===== config.mk =====
export PLATFORM = sky130hd
export DESIGN_NAME = avalon_crypto_csr
export DESIGN_NICKNAME = d
export VERILOG_FILES = /design/src/rtl/avalon_crypto_csr.sv
export SDC_FILE = /design/constraint.sdc
export NUM_CORES = 1
export LEC_CHECK = 0
export ABC_CLOCK_PERIOD_IN_PS = 3800
export BUFFER_PORTS_ARGS = -buffer_cell sky130_fd_sc_hd__buf_2
export CORE_MARGIN = 3
export CORE_UTILIZATION = 40
export DETAILED_ROUTE_END_ITERATION = 10
export PLACE_DENSITY_LB_ADDON = 0.15
export SYNTH_ARGS = -nofsm -noshare
export SYNTH_HDL_FRONTEND = slang
export SYNTH_SLANG_ARGS = --single-unit

===== constraint.sdc =====
create_clock -name CLK -period 3.8 [get_ports CLK]
set_input_delay 0.76 -clock CLK [delete_from_list [all_inputs] [get_ports CLK]]
set_output_delay 0.76 -clock CLK [all_outputs]
set_load 0.03 [all_outputs]

===== src/rtl/avalon_crypto_csr.sv =====
// rtl/avalon_crypto_csr.sv - Avalon-MM register file and start/capture sequencer for a crypto core
// Key/message words feed the core directly; results are captured into RES on core done.
module avalon_crypto_csr #(
  parameter int DATA_W    = 32,
  parameter int KEY_WORDS = 4,
  parameter int MSG_WORDS = 4,
  parameter int ADDR_W    = 4,
  parameter int TIMEOUT   = 1024
) (
  input  logic                          CLK,
  input  logic                          RESET_N,
  input  logic                          AVL_READ,
  input  logic                          AVL_WRITE,
  input  logic                          AVL_CS,
  input  logic [DATA_W/8-1:0]           AVL_BYTE_EN,
  input  logic [ADDR_W-1:0]             AVL_ADDR,
  input  logic [DATA_W-1:0]             AVL_WRITEDATA,
  output logic [DATA_W-1:0]             AVL_READDATA,
  output logic                          AVL_IRQ,
  output logic                          CORE_START,
  input  logic                          CORE_DONE,
  output logic [KEY_WORDS*DATA_W-1:0]   CORE_KEY,
  output logic [MSG_WORDS*DATA_W-1:0]   CORE_MSG_IN,
  input  logic [MSG_WORDS*DATA_W-1:0]   CORE_MSG_OUT,
  output logic [DATA_W-1:0]             EXPORT_DATA
);

  localparam int NB        = DATA_W / 8;
  localparam int MSG_BASE  = KEY_WORDS;
  localparam int RES_BASE  = KEY_WORDS + MSG_WORDS;
  localparam int CTRL_ADDR = 2**ADDR_W - 2;
  localparam int STAT_ADDR = 2**ADDR_W - 1;
  localparam int CNT_W     = (TIMEOUT > 2) ? $clog2(TIMEOUT) : 1;

  typedef enum logic [1:0] {S_IDLE, S_PULSE, S_WAIT, S_CAPTURE} state_t;

  state_t              state, next_state;
  logic [DATA_W-1:0]   key_r [KEY_WORDS];
  logic [DATA_W-1:0]   msg_r [MSG_WORDS];
  logic [DATA_W-1:0]   res_r [MSG_WORDS];
  logic [DATA_W-1:0]   rd_mux;
  logic [CNT_W-1:0]    cnt;
  logic [31:0]         addr;
  logic irq_en, done, err, tmo_flag;
  logic wr_en, rd_en, busy, is_key, is_msg, ctrl_wr, stat_wr, start_req, start_go;
  logic cap, tmo_hit, start_pulse, err_set;

  function automatic logic [DATA_W-1:0] merge_bytes(input logic [DATA_W-1:0] old_v,
                                                    input logic [DATA_W-1:0] new_v,
                                                    input logic [NB-1:0]     be);
    merge_bytes = old_v;
    for (int b = 0; b < NB; b++)
      if (be[b]) merge_bytes[8*b +: 8] = new_v[8*b +: 8];
  endfunction

  assign addr      = 32'(AVL_ADDR);
  assign wr_en     = AVL_CS && AVL_WRITE;
  assign rd_en     = AVL_CS && AVL_READ;
  assign busy      = (state != S_IDLE);
  assign is_key    = (addr < 32'(MSG_BASE));
  assign is_msg    = (addr >= 32'(MSG_BASE)) && (addr < 32'(RES_BASE));
  assign ctrl_wr   = wr_en && (addr == 32'(CTRL_ADDR)) && AVL_BYTE_EN[0];
  assign stat_wr   = wr_en && (addr == 32'(STAT_ADDR)) && AVL_BYTE_EN[0];
  assign start_req = ctrl_wr && AVL_WRITEDATA[0];
  assign start_go  = start_req && !busy;
  // Host writes that would disturb an in-flight run are dropped and flagged.
  assign err_set   = tmo_hit || (busy && ((wr_en && (is_key || is_msg)) || start_req));
  assign CORE_START = start_pulse;

  always_comb begin
    next_state  = state;
    start_pulse = 1'b0;
    cap         = 1'b0;
    tmo_hit     = 1'b0;
    case (state)
      S_IDLE:    if (start_go) next_state = S_PULSE;
      S_PULSE: begin
        start_pulse = 1'b1;
        next_state  = S_WAIT;
      end
      S_WAIT: begin
        if (CORE_DONE) next_state = S_CAPTURE;
        else if (TIMEOUT != 0 && cnt == CNT_W'(TIMEOUT - 1)) begin
          tmo_hit    = 1'b1;
          next_state = S_IDLE;
        end
      end
      S_CAPTURE: begin
        cap        = 1'b1;
        next_state = S_IDLE;
      end
      default:   next_state = S_IDLE;
    endcase
  end

  always_ff @(posedge CLK or negedge RESET_N) begin
    if (!RESET_N) begin
      state <= S_IDLE;
      cnt   <= '0;
    end else begin
      state <= next_state;
      if (state == S_PULSE)     cnt <= '0;
      else if (state == S_WAIT) cnt <= cnt + 1'b1;
    end
  end

  always_comb begin
    rd_mux = '0;
    for (int i = 0; i < KEY_WORDS; i++) if (addr == 32'(i)) rd_mux = key_r[i];
    for (int i = 0; i < MSG_WORDS; i++) if (addr == 32'(MSG_BASE + i)) rd_mux = msg_r[i];
    for (int i = 0; i < MSG_WORDS; i++) if (addr == 32'(RES_BASE + i)) rd_mux = res_r[i];
    if (addr == 32'(CTRL_ADDR)) rd_mux[1]   = irq_en;
    if (addr == 32'(STAT_ADDR)) rd_mux[3:0] = {tmo_flag, err, busy, done};
  end

  always_comb begin
    CORE_KEY    = '0;
    CORE_MSG_IN = '0;
    for (int i = 0; i < KEY_WORDS; i++) CORE_KEY[(KEY_WORDS-1-i)*DATA_W +: DATA_W] = key_r[i];
    for (int i = 0; i < MSG_WORDS; i++) CORE_MSG_IN[(MSG_WORDS-1-i)*DATA_W +: DATA_W] = msg_r[i];
  end

  always_ff @(posedge CLK or negedge RESET_N) begin
    if (!RESET_N) begin
      for (int i = 0; i < KEY_WORDS; i++) key_r[i] <= '0;
      for (int i = 0; i < MSG_WORDS; i++) begin
        msg_r[i] <= '0;
        res_r[i] <= '0;
      end
      irq_en       <= 1'b0;
      done         <= 1'b0;
      err          <= 1'b0;
      tmo_flag     <= 1'b0;
      AVL_READDATA <= '0;
      AVL_IRQ      <= 1'b0;
      EXPORT_DATA  <= '0;
    end else begin
      for (int i = 0; i < KEY_WORDS; i++)
        if (wr_en && !busy && addr == 32'(i))
          key_r[i] <= merge_bytes(key_r[i], AVL_WRITEDATA, AVL_BYTE_EN);
      for (int i = 0; i < MSG_WORDS; i++) begin
        if (wr_en && !busy && addr == 32'(MSG_BASE + i))
          msg_r[i] <= merge_bytes(msg_r[i], AVL_WRITEDATA, AVL_BYTE_EN);
        if (cap) res_r[i] <= CORE_MSG_OUT[(MSG_WORDS-1-i)*DATA_W +: DATA_W];
      end
      if (ctrl_wr) irq_en <= AVL_WRITEDATA[1];
      // Capture outranks a same-edge host clear so a fresh result is never lost.
      if (cap)                              done <= 1'b1;
      else if (start_go)                    done <= 1'b0;
      else if (stat_wr && AVL_WRITEDATA[0]) done <= 1'b0;
      if (err_set)                          err <= 1'b1;
      else if (stat_wr && AVL_WRITEDATA[2]) err <= 1'b0;
      if (tmo_hit)                          tmo_flag <= 1'b1;
      else if (start_go)                    tmo_flag <= 1'b0;
      else if (stat_wr && AVL_WRITEDATA[3]) tmo_flag <= 1'b0;
      AVL_READDATA <= rd_en ? rd_mux : '0;
      AVL_IRQ      <= irq_en && (done || err);
      EXPORT_DATA  <= {res_r[0][DATA_W-1 -: DATA_W/2], res_r[MSG_WORDS-1][DATA_W/2-1:0]};
    end
  end

endmodule


; Word level (Yosys, flattened, before mapping)
; Cells that the tools add are included.
[word_totals]
rom_bits = 0
ff_bits = 465
latchBits = 0
n_memories = 0
output_inout_bits = 322
mem_bits_rw = 0
[op_classes]
n_reduce_logical = 69
eq_ne = 19
muxes = 34
n_div = 0
shift = 0
order_cmp = 3
addsub = 1
n_mul = 0
bitwise_logic = 0
[op_table]
columns = op, n
row1 = $mux 32, 13
row2 = $reduce_and 2->1, 33
row3 = $logic_not 32->1, 1
row4 = $eq 4x4->1 const B, 6
row5 = $logic_and 1x1->1, 24
row6 = $mux 10, 2
row7 = $eq 4x3->1 const B, 4
row8 = $mux 1, 14
row9 = $add 10x1->10 const B, 1
row10 = $eq 10x10->1 const B, 1
row11 = $eq 4x2->1 const B, 2
row12 = $pmux 2 s4, 1
row13 = $mux 2, 3
row14 = $reduce_bool 2->1, 3
row15 = $reduce_bool 3->1, 2
row16 = $eq 2x2->1 const B, 2
row17 = $eq 4x1->1 const B, 1
row18 = $ge 4x3->1 const B, 1
row19 = $logic_or 1x1->1, 4
row20 = $lt 4x3->1 const B, 1
row21 = $lt 4x4->1 const B, 1
row22 = $mux 4, 1
row23 = $ne 3x3->1 const B, 1
row24 = $eq 2x1->1 const B, 1
row25 = other kinds (3), 3

; Logic depth before layout (Yosys ltp)
; Gate-level depths: netlist of the first run.
[logic_depth]
word_depth = 16
depth_mapped = 9
depth_no_buf = 7

; Worst setup path after synthesis of the first run
; No wires, ideal clock.
[synth_timing]
kind = input-to-reg
from = input AVL_ADDR[2]
to = register key_r (netlist bit CORE_KEY[0])
t_arrival_ns = 2.082
path_slack_ns = 1.593
stages = 6
t_required_ns = 3.675
path_cell_list = buf_6 > buf_6 > or2_1 > buf_6 > nor3_4 > mux2_4
[synth_between]
elab_chain_cells = 3
[synth_rtl]
columns = element, line
row1 = "start, declared", 16  ; input logic [ADDR_W-1:0] AVL_ADDR,
row2 = $eq 4x2->1, 139  ; if (wr_en && !busy && addr == 32'(i))
row3 = $logic_and 1x1->1, 139
row4 = $reduce_and 2->1 (no line), --
row5 = "end signal, assigned by index", 140  ; key_r[i] <= merge_bytes(key_r[i], AVL_WRITEDATA, AVL_BYTE_EN);
row6 = "end, declared", 38  ; logic [DATA_W-1:0] key_r [KEY_WORDS];
; No other way between the ends.
; A chain may end at the register's enable or synchronous reset.

; Worst setup path after layout of the first run
[layout_timing]
from = register state[0]
to = register key_r (netlist bit CORE_KEY[127])
[layout_between]
elab_chain_cells = 5
[layout_rtl]
columns = element, line
row1 = "start, declared", 37  ; state_t state, next_state;
row2 = "start signal, assigned", 101  ; state <= next_state;
row3 = $reduce_bool 2->1, 59  ; assign busy = (state != S_IDLE);
row4 = $logic_not 1->1, 139
row5 = $logic_and 1x1->1 (2 in a row), 139
row6 = $reduce_and 2->1 (no line), --
; No other way between the ends.

==> impl_metrics.csv, run 1 <==
group,metric,value,unit
clock_network,cts_max_path_buffers,3,
clock_network,clkLatencyLatePin,0.59,ns
synthesis,synth_compound_area_frac,0.117,
power,ir_worst_vdd,384,uV
synthesis,ys.flop_type,"dfrtp_1",
critical_path,crit_type,"reg2reg",
run_status,outcome,"finished clean",
synthesis,syn_inst,1532,
critical_path,cp-start-kind,"register",
synthesis,yosys.area_share.simple,0.0572,
critical_path,arrival,3.50,ns
floorplan,initial_core_util,0.410,
clock_network,cts_tree,"done",
sta,skew,0.00856,ns
synthesis,muxShareOfSynthArea,0.224,
critical_path,rr_worst_depth,6,
layout,final_layout_size_suffix_gt1_frac,0.516,
sta,final_hold_viol_count,0,
synthesis,synth-async-reset-ratio,1.00,
floorplan,die-width,231,um
floorplan,placementRows,81,
floorplan,core-area,49600,sq um
clock_network,clock-sinks,465,
critical_path,r2r-end,"CORE_KEY[127]$_DFFE_PN0P_",
sta,period_share,0.799,
sta,layout_min_cycle_time,3.04,ns
critical_path,critPathMaxFanout,8,
global_routing,grtUsageMet3,0.0533,
layout,nets,2207,
sta,finalMaxSlewViolations,0,
clock_network,cts_hold_buf,0,
synthesis,synth_top_area_cell,"dfrtp_1",
global_routing,grt_busiest_layer,"met2",
synthesis,synth_edf_count,0,
synthesis,postSynthAreaPerCell,13.3,sq um
sta,relSlewSlack,0.299,
sta,tns,0,ns
global_routing,use_met2,0.461,
synthesis,synth-seq-cells,465,
synthesis,yosys_warnings,0,
routing,firstDrtPassIters,5,
worst_hold_path,hold_class,"in2async",
sta,timing.final.setup_violations,0,
synthesis,synth_cell_types,70,
critical_path,max_stage_delay,0.65,ns
floorplan,die_h,231,um
synthesis,synth.top_cells.by_area,"dfrtp_1, mux2_2, o22ai_1, a22oi_1, a21oi_1",
routing,wl_per_cell,28.4,um
critical_path,required,4.27,ns
global_routing,grt.overflow.total,0,
layout,final_cell_mix,"buf_2, dfrtp_1, mux2_2",
global_routing,gr-usage-met1,0.378,
routing,drc,0,
flow_run,cap_viol_max_count,0,
sta,worst_pin_slew,1.05,ns
global_routing,antenna_found_initial,3,
synthesis,synth_top_family_by_area,"multiplexers",
routing,vias_per_cell,5.74,
floorplan,pin_count,496,
floorplan,dieArea,53600,sq um
routing,route.antenna.remaining_nets,0,
placement,io_buffer_count,495,
routing,vias,15700,
global_routing,grt_pass1_vias,16100,
sta,timing.hold.ws,0.183,ns
synthesis,yosys.area_share.xor_xnor,0.00129,
synthesis,yosysSeqAreaShare,0.572,
clock_network,cts_buffers,52,
layout,area_delta_synth_final,24.9,%
clock_network,postCtsSetupBuffers,0,
critical_path,worst-r2r-setup-slack,0.76,ns
synthesis,synth_top_area_frac,0.572,
placement,place_congestion,0.887,
synthesis,synthesis.nets,1711,
layout,layout_commonest_cell,"buf_2",
sta,rsz0062_at_grt,"no",
global_routing,grt_max_degree,133,
critical_path,crit_path_end_kind,"register",
routing,drt_iter0_markers,1370,
clock_network,path_clk_slew,0.06,ns
synthesis,synth_adder_area_share,0.00308,
global_routing,grt_pass1_wl,111000,um
synthesis,synthesis.area,20300,sq um
clock_network,cts_root_buf,"clkbuf_16",
critical_path,r2r_start,"state[0]$_DFFE_PN0P_",
clock_network,cts_resized,0,
routing,drt-total-wl,77500,um
global_routing,groute.usage.overall,0.281,
clock_network,cts_htree_levels,2,
power,leakagePower,12.5,nW
critical_path,cp_slowest_cell,"nor2_2",
critical_path,cp_cell_sequence,"inv_1 > ha_1 > and3_1 > nand2_2 > nor2_2 > mux2_2",
placement,post-dp-hpwl,55500,um
sta,max_freq,329,MHz
power,powerDensity,685,nW/um^2
==> registers in the layout, indices dropped and copies added, names as in the netlist <==
| register | flops |
|---|---|
| done | 1 |
| EXPORT_DATA | 32 |
| res_r | 128 |
| err | 1 |
| CORE_MSG_IN | 128 |
| state | 2 |
| tmo_flag | 1 |
| AVL_READDATA | 32 |
| AVL_IRQ | 1 |
| CORE_KEY | 128 |
| irq_en | 1 |
| cnt | 10 |
==> power breakdown <==
| part | internal (W) | total [W] | switching [W] |
|---|---|---|---|
| clock | 0.00299 | 0.00501 | 0.00202 |
| sequential | 0.00635 | 0.00742 | 0.00107 |
| combinational | 0.00198 | 0.00496 | 0.00298 |
| total | 0.0113 | 0.0174 | 0.00607 |
==> metrics by stage <==
step	total power [W]	cells	worst slack (ns)	utilization	instance area (sq um)
final	0.0174	2731	0.765	0.512	25400
after global routing	0.0182	2730	0.701	0.512	25400
after CTS	0.0175	2729	0.779	0.512	25400
after detailed placement	0.0124	2638	0.639	0.478	23700
after global placement	0.0123	2638	0.683	0.478	23700
after floorplan	0.0105	1532	1.59	-	20300
==> per-layer routing <==
| layer | share of wire | vias to the layer above |
|---|---|---|
| met1 | 0.42 | 8123 |
| met3 | 0.071 | 133 |
| met2 | 0.47 | 660 |
| li1 | - | 6743 |
| met5 | 0.00035 | - |
| met4 | 0.033 | 4 |
==> synthesized netlist by cell type, types with 17 or more instances <==
cell / n
o22ai_1: 55
nor2_2: 24
a22o_1: 25
a221oi_1: 29
nand2_1: 72
a21oi_1: 58
nor2_1: 32
dfrtp_1: 465
o31ai_1: 20
o21ai_0: 38
inv_1: 17
mux2_2: 378
a222oi_1: 20
buf_2: 36
clkbuf_1: 43
a22oi_1: 44
==> worst max-delay path: cells and delay by family, from the launching register on <==
| family | cells | cell delay, ns |
|---|---|---|
| simple gates | 3 | 1.57 |
| fa+ha+maj | 1 | 0.36 |
| mux | 1 | 0.41 |
| flops | 1 | 0.45 |
| buf+inv | 1 | 0.12 |
==> area by class of cell <==
class | count | area, sq um
sequential | 465 | 11600
antenna | 2 | 5.00
timing repair buffer | 535 | 2890
tap | 664 | 831
fill | 4525 | 24200
inverter | 18 | 67.6
clock inverter | 15 | 154
multi-input combinational | 956 | 8270
clock buffer | 76 | 1540
==> worst max-delay path by stage <==
| stage | start | to | slack [ns] | cells after the start |
|---|---|---|---|---|
| 2_1_floorplan | AVL_ADDR[2] | CORE_KEY[0]$_DFFE_PN0P_ | 1.59 | 6 |
| 3_3_place_gp | AVL_ADDR[2] | CORE_MSG_IN[94]$_DFFE_PN0P_ | 0.68 | 6 |
| 3_5_place_dp | AVL_ADDR[2] | CORE_MSG_IN[93]$_DFFE_PN0P_ | 0.64 | 6 |
| 4_1_cts | state[0]$_DFFE_PN0P_ | CORE_KEY[126]$_DFFE_PN0P_ | 0.78 | 6 |
| 5_1_grt | state[1]$_DFFE_PN0P_ | CORE_MSG_IN[12]$_DFFE_PN0P_ | 0.70 | 6 |
| 6_report | state[0]$_DFFE_PN0P_ | CORE_KEY[127]$_DFFE_PN0P_ | 0.76 | 6 |
==> logic make-up after synthesis <==
group / count (synthesis)
AO/OA/AOI/OAI: 337
XOR/XNOR: 3
adder cells (fa/ha/maj): 5
buffers and inverters: 111
flip-flops: 465
multiplexers: 402
AND/OR/NAND/NOR: 209
No activity file was read; power rests on OpenSTA's default activity.
==> run 2: changes to the inputs <==
Settings changed: ABC_CLOCK_PERIOD_IN_PS 3800 to 2620.
Clock period 3.8 ns to 2.62 ns, I/O delays scaled along.
==> impl_metrics.csv, run 2 (synthesis gave the netlist of run 1 again) <==
group,metric,value,unit
run_status,outcome,"finished clean",
placement,place_congestion,0.893,
sta,rsz0062_at_grt,"no",
worst_hold_path,hold_class,"in2reg",
routing,drc,0,
routing,wl_per_cell,27.8,um
critical_path,crit_type,"reg2out",
critical_path,cp-start-kind,"register",
critical_path,r2r_start,"state[1]$_DFFE_PN0P_",
routing,vias,15900,
sta,final_hold_viol_count,0,
global_routing,grt.overflow.total,0,
routing,vias_per_cell,5.71,
critical_path,required,2.10,ns
sta,worst_pin_slew,0.900,ns
clock_network,cts_buffers,51,
placement,io_buffer_count,495,
global_routing,grt_max_degree,84,
power,powerDensity,980,nW/um^2
critical_path,crit_path_end_kind,"output port",
worst_hold_path,holdCritStartpoint,"CORE_MSG_OUT[64]",
critical_path,arrival,1.87,ns
floorplan,core-area,49600,sq um
critical_path,crit_buf_inv,2,
routing,firstDrtPassIters,6,
layout,area_delta_synth_final,27.2,%
floorplan,dieArea,53600,sq um
layout,antenna_cells,0,
critical_path,cp_cell_sequence,"inv_1 > ha_1 > buf_2",
layout,nets,2264,
global_routing,groute.usage.overall,0.281,
floorplan,initial_core_util,0.410,
routing,drt_iter0_markers,1498,
critical_path,cp_slowest_cell,"dfrtp_1",
clock_network,cts_resized,0,
sta,relSlewSlack,0.400,
placement,placed_cell_area,24100,sq um
placement,post-dp-hpwl,56400,um
layout,final_area,25900,sq um
clock_network,clkLatencyLatePin,0.59,ns
routing,drt-total-wl,77400,um
clock_network,cts_max_path_buffers,3,
sta,finalMaxSlewViolations,0,
sta,layout_min_cycle_time,2.40,ns
layout,final_layout_size_suffix_gt1_frac,0.531,
floorplan,die_h,231,um
clock_network,cts_tree,"done",
layout,layout_commonest_cell,"buf_2",
critical_path,startpoint,"state[1]$_DFFE_PN0P_",
global_routing,antenna_found_initial,2,
clock_network,cts_htree_levels,2,
sta,period_share,0.915,
critical_path,max_stage_delay,0.45,ns
clock_network,postCtsSetupBuffers,0,
power,ir_worst_vdd,739,uV
clock_network,path_clk_slew,0.06,ns
clock_network,clock-sinks,465,
floorplan,die-width,231,um
global_routing,grt_pass1_vias,16100,
layout,final_cell_mix,"buf_2, dfrtp_1, mux2_2",
floorplan,pin_count,496,
clock_network,cts_hold_buf,1,
routing,route.antenna.remaining_nets,0,
power,leakagePower,12.8,nW
global_routing,grt_pass1_wl,111000,um
clock_network,cts_root_buf,"clkbuf_16",
critical_path,crit_family,"flip-flops",
sta,timing.final.setup_violations,0,
critical_path,critPathMaxFanout,11,
flow_run,cap_viol_max_count,0,
sta,max_freq,417,MHz
floorplan,placementRows,81,
sta,skew,0.0159,ns
sta,timing.hold.ws,0.155,ns
critical_path,worst-r2r-setup-slack,0.27,ns
## run 2: per-layer routing
layer,up-vias,wire length (um),track usage
li1,6864,-,-
met2,693,36800,0.458
met1,8213,33000,0.389
met5,-,20,0
met4,4,2180,0.0852
met3,128,5400,0.0457
## run 2: final timing paths
kind / to / cells past startpoint
min in group asynchronous: EXPORT_DATA[29]$_DFF_PN0_ / 2
min reg2reg: EXPORT_DATA[3]$_DFF_PN0_ / 0
min: res_r[64]$_DFFE_PN0P_ / 3
max in group asynchronous: res_r[15]$_DFFE_PN0P_ / 3
max reg2reg: CORE_KEY[15]$_DFFE_PN0P_ / 7
max: CORE_START / 3
## run 2: final cells by class
type	instances	area (sq um)
multi-input cells	956	8270
fillers	4415	23700
inverters	18	67.6
clock buffers	72	1560
clock inverters	15	154
repair buffers	593	3350
well taps	664	831
flip-flops and latches	465	11600
## run 2: worst reg2reg max path, stage by stage, from the launching register on
cell and delay, ns:
dfrtp_1 0.45, inv_1 0.12, ha_1 0.18, and3_1 0.17, buf_4 0.20, nand2_2 0.23, nor3_4 0.48, mux2_2 0.40
## run 2: metrics by stage
step           power, W  cells  setup slack, ns  TNS (ns)   util
2_1_floorplan    0.0153   1532            0.589         0      -
5_1_grt          0.0264   2783            0.155         0  0.522
4_1_cts          0.0255   2783            0.183         0  0.522
3_5_place_dp     0.0181   2695          -0.0143   -0.0548  0.487
3_3_place_gp     0.0180   2695           0.0630         0  0.487
6_report         0.0253   2783            0.223         0  0.522
## run 2: report_power, final
part | switching, W | internal, W | leakage (nW)
registers | 0.00155 | 0.00921 | 6.03
clock network | 0.00294 | 0.00439 | 0.861
logic | 0.00432 | 0.00293 | 5.89
total | 0.00881 | 0.0165 | 12.8
